## config.mk

```make
export PLATFORM = sky130hd
export DESIGN_NAME = ntt_coef_loader
export DESIGN_NICKNAME = d
export VERILOG_FILES = /design/src/rtl/ntt_coef_loader.sv
export SDC_FILE = /design/constraint.sdc
export NUM_CORES = 1
export LEC_CHECK = 0
export ABC_AREA = 1
export ABC_CLOCK_PERIOD_IN_PS = 1300
export BUFFER_PORTS_ARGS = -buffer_cell sky130_fd_sc_hd__buf_2
export CORE_MARGIN = 2
export CORE_UTILIZATION = 40
export DETAILED_ROUTE_END_ITERATION = 10
export PLACE_DENSITY = 0.69
export SLEW_MARGIN = 30
export SYNTH_ARGS = -nofsm -noshare
export SYNTH_HDL_FRONTEND = slang
export SYNTH_SLANG_ARGS = --single-unit
```

## constraint.sdc

```tcl
create_clock -name clk -period 1.3 [get_ports clk]
set_input_delay 0.13 -clock clk [delete_from_list [all_inputs] [get_ports clk]]
set_output_delay 0.13 -clock clk [all_outputs]
set_load 0.02 [all_outputs]
```

## src/rtl/ntt_coef_loader.sv

```systemverilog
// ntt_coef_loader: streams one polynomial into four coefficient RAM banks, then starts the NTT (bit-reversed placement under LOADER_BITREV_EN)
module ntt_coef_loader #(
  parameter int DATA_W = 32,
  parameter int LOG_N  = 8,
  parameter int Q      = 3329
) (
  input  logic              clk,
  input  logic              rst,
  input  logic              load_req,
  input  logic              s_valid,
  input  logic [DATA_W-1:0] s_data,
  output logic              s_ready,
  output logic [3:0]        ram_we,
  output logic [LOG_N-3:0]  ram_addr,
  output logic [DATA_W-1:0] ram_din,
  output logic              ntt_start,
  input  logic              ntt_done,
  output logic              busy,
  output logic              range_err
);
  localparam logic [2:0] IDLE = 3'd0, LOAD = 3'd1, FLUSH = 3'd2, START = 3'd3, WAIT = 3'd4;
  localparam logic [DATA_W-1:0] Q_W = DATA_W'(Q);
  logic [2:0]        state_q, state_d;
  logic [LOG_N-1:0]  k_q, k_d, t;
  logic [3:0]        we_q, we_d;
  logic [LOG_N-3:0]  addr_q, addr_d;
  logic [DATA_W-1:0] din_q, din_d;
  logic              err_q, err_d;
  logic              xfer, start_load;
`ifdef LOADER_BITREV_EN
  for (genvar i = 0; i < LOG_N; i++) begin : g_rev
    assign t[i] = k_q[LOG_N-1-i];
  end
`else
  assign t = k_q;
`endif
  assign s_ready    = state_q == LOAD;
  assign ntt_start  = state_q == START;
  assign busy       = state_q != IDLE;
  assign xfer       = s_valid && s_ready;
  assign start_load = state_q == IDLE && load_req;
  assign ram_we     = we_q;
  assign ram_addr   = addr_q;
  assign ram_din    = din_q;
  assign range_err  = err_q;
  always_comb begin
    state_d = start_load                    ? LOAD  :
              (xfer && &k_q)                ? FLUSH :
              state_q == FLUSH              ? START :
              state_q == START              ? WAIT  :
              (state_q == WAIT && ntt_done) ? IDLE  : state_q;
    k_d     = start_load ? '0 : xfer ? k_q + LOG_N'(1) : k_q;
    we_d    = xfer ? 4'b0001 << t[LOG_N-1 -: 2] : 4'b0000;
    addr_d  = xfer ? t[LOG_N-3:0] : addr_q;
    din_d   = xfer ? s_data : din_q;
    err_d   = start_load ? 1'b0 : (xfer && s_data >= Q_W) ? 1'b1 : err_q;
  end
  always_ff @(posedge clk) begin
    if (rst) begin
      state_q <= IDLE;
      k_q     <= '0;
      we_q    <= '0;
      addr_q  <= '0;
      din_q   <= '0;
      err_q   <= 1'b0;
    end else begin
      state_q <= state_d;
      k_q     <= k_d;
      we_q    <= we_d;
      addr_q  <= addr_d;
      din_q   <= din_d;
      err_q   <= err_d;
    end
  end
endmodule

```

## Yosys cells after proc, flatten, opt, wreduce, memory -nomap -nowiden

Cells that the tools add are included.

- Register bits: 54
- Input port bits: 37
- Word-level logic and storage cells: 35

- $add $sub $neg: 1
- Order comparisons: 1
- Eq/ne operators: 4
- Shifts and indexed selects: 1
- Multiplexer cells: 5
- Bitwise gates (word level): 1
- Reductions and logical operators: 14

Operators by type and width:

| operator | count |
|---|---|
| $ge A32 B12 Y1 const B | 1 |
| $add A8 B1 Y8 const B | 1 |
| $reduce_and A8 Y1 | 1 |
| $eq A3 B2 Y1 const B | 2 |
| $mux W3 | 2 |
| $logic_and A1 B1 Y1 | 5 |
| $reduce_bool A5 Y1 | 1 |
| $mux W2 | 2 |
| $reduce_bool A4 Y1 | 1 |
| $reduce_or A2 Y1 | 2 |
| $reduce_or A4 Y1 | 1 |
| $shl A1 B2 Y4 const A | 1 |
| $eq A3 B1 Y1 const B | 1 |
| $eq A3 B3 Y1 const B | 1 |
| $logic_not A3 Y1 | 1 |
| $reduce_bool A3 Y1 | 1 |
| $reduce_bool A2 Y1 | 1 |
| $mux W1 | 1 |
| $not A1 Y1 | 1 |

## Longest topological paths before layout

- Word-level depth: 7
- Mapped depth: 8

## Worst setup path after synthesis

Ideal clock, no wire load.

- Path type: reg-to-reg
- Start point: register state_q[2]
- End point: register din_q[13] (netlist: ram_din[13])
- Library setup time: 0.116 ns
- Arrival: 1.169 ns
- Required time: 1.184 ns
- Slack: 0.015 ns
- Cell stages (with the launch flop): 8
- Path buffers: 1
- Cells stage by stage: dfxtp_1 inv_2 nand2_2 nor2_2 nand2_1 buf_2 o21ai_0 nor2_1

- Longest elaborated chain between the ends: 2

RTL lines:

| element | line | RTL |
|---|---|---|
| start, declared | 23 | `logic [2:0] state_q, state_d;` |
| start signal, assigned | 67 | `state_q <= state_d;` |
| $eq A3 B1 Y1 | 37 | `assign s_ready = state_q == LOAD;` |
| via s_ready | 12 | `output logic s_ready,` |
| $logic_and A1 B1 Y1 | 40 | `assign xfer = s_valid && s_ready;` |
| end signal, assigned | 71 | `din_q <= din_d;` |
| end, declared | 27 | `logic [DATA_W-1:0] din_q, din_d;` |

The timed path passes the listed nets, and every way through them passes these cells.
A chain may end at the register's enable or synchronous reset.

## Worst setup path in the final report

- Start point: register state_q[2]
- End point: register state_q[0]

- Longest elaborated chain between the ends: 5

RTL lines:

| element | line | RTL |
|---|---|---|
| $eq A3 B2 Y1 / $eq A3 B1 Y1 (equally long branches) | 50, 37 |  |
| $mux W3 / $logic_and A1 B1 Y1 (equally long branches) | 50, 40 |  |
| $mux W2 / $logic_and A1 B1 Y1 (equally long branches) | 49, 48 |  |
| $mux W2 | 48 | `(xfer && &k_q) ? FLUSH :` |
| $mux W1 | 47 | `state_d = start_load ? LOAD :` |

Parallel ways exist; a longest one is shown, timed or not.

==> run summary <==
The worst-case reg-to-reg path depth came out at 9. The buffer levels on the longest clock path is 2. The relative contribution of combinational cells to total power came out at about a fifth. The slew of the pin with the lowest slew margin came out at ~280 ps.

The flow ran to the end, but the final reports show violations. The root cell of the clock tree is sky130_fd_sc_hd__clkbuf_8. For flop-to-flop paths, the worst setup slack is -20 ps.

The relative slew slack came out at between 80 and 90%. The count of synthesis-stage warnings from yosys is 0. The gate count after technology mapping is around 280. The cell-internal power is about 2.6 mW. Once the floorplan was initialized, standard cells occupied roughly two fifths of the core. The critical path arrival is 1520 ps. By area the synthesized netlist is led by sky130_fd_sc_hd__dfxtp_1, sky130_fd_sc_hd__o21ai_0, sky130_fd_sc_hd__nor2_1, sky130_fd_sc_hd__a21oi_1, sky130_fd_sc_hd__nand2_1. The clock slew at the register clock pins of the worst setup and hold paths is about 100 ps. The number of antenna-violating nets in the routed design is 0. Entering global routing, the biggest net connects 37 pins. The synthesized area per cell is 7.54 µm². The biggest area contributor in the post-synthesis netlist is sky130_fd_sc_hd__dfxtp_1. The most used flip-flop cell after synthesis is sky130_fd_sc_hd__dfxtp_1. The via count of the first global-routing pass came to approximately 1.9k.

The final setup slack of the worst path is -19.5 ps. The net switching fraction of the power came out at between 20% and 30%. The total nets after synthesis came out at 320. The clock latency on the worst-skew pair came out at 310 ps. The part of the total power dissipated in sequential elements came out at between 50% and 60%. In the routed design, unresolved DRC markers number 0.

For the final database, setup skew stands at ~9.0 ps. The number of hold violations in the final report is 0. The number of input and output port buffers inserted came out at 82. The worst min-delay path class is in2reg.

met2 is the most crowded layer. Detailed routing inserted a total of about 2.1k vias. The number of register bits inferred by synthesis came out at 54.

The accumulated negative setup slack came out at -58.1 ps. Summed over all layers, the routed wires come to 5800 µm. The total cell area at the placement stage came out at between 2000 and 3000 µm². For this design the static power due to leakage is about 1.5 nW. The first global-routing pass estimated 8340 µm of wire.

The filler cell count came out at between 400 and 500. The areal power density over the cells came out at roughly 1100 nW/µm². Per report_power, the clock group accounts for between 30% and 40% of the total.

The post-synthesis async set-or-reset flop share is 0%. The floorplan step defined a die boundary enclosing around 5900 µm². The worst hold path passes through 3 cells. The total I/O pin count is between 80 and 90.

The synthesized netlist occupies a cell area of roughly 2100 µm². The checks that failed: setup timing. The H-tree was split into 2 levels. For this run the aggregate overflow at the end of global routing stands at 0. Global routing consumed, over all layers together, between 10% and 20% of the routing resources. The share of the clock period used by the worst path after layout came out at 102%. The die extent in y came out at 76.9 µm. The count of distinct cell types in the synthesized netlist came out at 26. The worst setup path is of the reg2reg kind. The number of nets in the layout came out at 430. In this run the power spent charging and discharging nets is ~940 µW.

The global placement routability congestion is around 0.84. The core area came out at between 5000 and 6000 µm². The peak supply drop is around 0.64 mV. The utilization after layout came out at 63.5%. The worst setup path is launched from a flip-flop. Setup violations remaining at the end of the flow were counted as 4. Setup repair after global routing could not meet its margin everywhere. The clock tree from TritonCTS is built. The detailed-router iteration count before antenna repair is 4. The initial antenna violation count was 0.

The portion of the post-synthesis area used by sequential elements came out at between 50% and 60%. The number of rows in the core area is 26. The met1 routing resource usage after global routing is 21.6%. The number of antenna repair diodes came out at 0. The required time of the critical path is ~1500 ps.

The highest net fanout along the worst path came out at 4. The relative area change from synthesis to final layout came out at 52.6%. After legalization and detailed placement, the total HPWL measured 3400 µm. The post-route standard cell area excluding fillers is around 3200 µm². The final max-slew violation count is 0.

The average vias per placed instance came out at around 4.6. The pre-CTS setup slack is -108 ps. Yosys mapped a number of flops with a built-in enable equal to 0. The met2 usage came out at between 20 and 30%.

In this run the horizontal extent of the chip is 76.9 µm. The clock buffer count from CTS came out at 5. The number of maximum-capacitance constraint violations came out at 0. In the final layout, the share of cells above drive strength 1 is 41.7%. The share of synthesized area in the top cell type comes to 50.9%. STA classifies the critical path endpoint as a flip-flop.

The peak clock frequency supported by timing is 758 MHz. Global routing consumed, on the met3 layer, under 10% of the routing resources. Yosys instantiated no cell more often than sky130_fd_sc_hd__dfxtp_1.

The sink count of the clock tree came out at between 50 and 60. By count the netlist is led by sky130_fd_sc_hd__dfxtp_1, sky130_fd_sc_hd__nor2_1, sky130_fd_sc_hd__o21ai_0, sky130_fd_sc_hd__nand2_1, sky130_fd_sc_hd__a21oi_1. The detailed-route wire length per cell is 12.5 µm.

The minimum clock period after layout is 1320 ps. The violation count after the first detailed-route iteration came out at 100.
[cells by family after synthesis]
family | Yosys count | synth area share [%]
flip-flops | 54 | 50.9
adder cells (fa/ha/maj) | 1 | 0.588
XOR/XNOR | 2 | 0.824
buffers and inverters | 47 | 9.54
AO/OA/AOI/OAI | 75 | 17.7
AND/OR/NAND/NOR | 103 | 20.5
[state kept, by name, summed over array words and instances, names as in the netlist]
signal,count
k_q,8
ram_addr,6
ram_din,32
ram_we,4
range_err,1
state_q,3
[through the flow]
step                      hold WS (ps)  std cells  total power, mW
after floorplan                    199        282             2.10
after global placement             379        433             2.30
after detailed placement           389        433             2.31
after CTS                         60.1        450             3.43
after global routing              77.8        463             3.71
final                             73.1        463             3.54
[area by class of cell]
class / count / area [µm²] / share of cell area (%)
clock buffer: 5 / 68.8 / 2.12
timing repair buffer: 115 / 862 / 26.6
tap: 70 / 87.6 / 2.70
multi-input combinational: 181 / 967 / 29.8
clock inverter: 3 / 40.0 / 1.23
sequential: 54 / 1090 / 33.5
inverter: 35 / 131 / 4.05
[power groups by stage]
stage | clock (mW) | combinational [mW] | sequential (mW)
after floorplan | 0 | 0.202 | 1.90
after detailed placement | 0 | 0.498 | 1.81
after global placement | 0 | 0.491 | 1.81
after global routing | 1.19 | 0.722 | 1.79
after CTS | 1.11 | 0.543 | 1.77
final | 1.10 | 0.667 | 1.78
[metal layers]
metal / part of all wire (%) / vias to the layer above
met5: 0 / -
met4: 1.2 / 0
met3: 6.0 / 6
met2: 48 / 62
met1: 45 / 940
li1: - / 1120
[critical path, stage by stage (launching register included)]
cell                      delay (ps)
sky130_fd_sc_hd__dfxtp_2         330
sky130_fd_sc_hd__inv_2            70
sky130_fd_sc_hd__nand2_4          70
sky130_fd_sc_hd__nor3_4          190
sky130_fd_sc_hd__buf_6           150
sky130_fd_sc_hd__nand2_4          50
sky130_fd_sc_hd__nor2_4          140
sky130_fd_sc_hd__nand2_2          90
sky130_fd_sc_hd__nand2_2          70
sky130_fd_sc_hd__a21oi_2          50
[layout by cell type, fill, tap and decap left out, drive strengths merged, types with 2 or more instances in the layout]
cell type / instances
nand2: 38
inv: 35
nor2: 50
buf: 110
o21ai: 40
dfxtp: 54
nand3: 6
nor3: 6
clkbuf: 10
clkinv: 2
a21oi: 34
[path summary, 6_finish.rpt]
path,startpoint,endpoint
worst max register to register,state_q[2]$_SDFFE_PP0P_,state_q[0]$_SDFFE_PP0P_
worst min-delay path,s_data[1],ram_din[1]$_SDFFE_PP0P_
worst max-delay path,state_q[2]$_SDFFE_PP0P_,state_q[0]$_SDFFE_PP0P_
worst min register to register,ram_addr[0]$_SDFFE_PP0P_,ram_addr[0]$_SDFFE_PP0P_
[what timing repair did]
| item | 4_1_cts | 5_1_grt |
|---|---|---|
| gates cloned | 1 | 8 |
| pin swaps | 2 | 27 |
| resized for setup | 12 | 53 |
| buffers inserted | 8 | 6 |
| hold buffers | 0 | 0 |
| setup endpoints to repair | 27 | 51 |
Note: power is estimated with default switching activity, not from simulation.
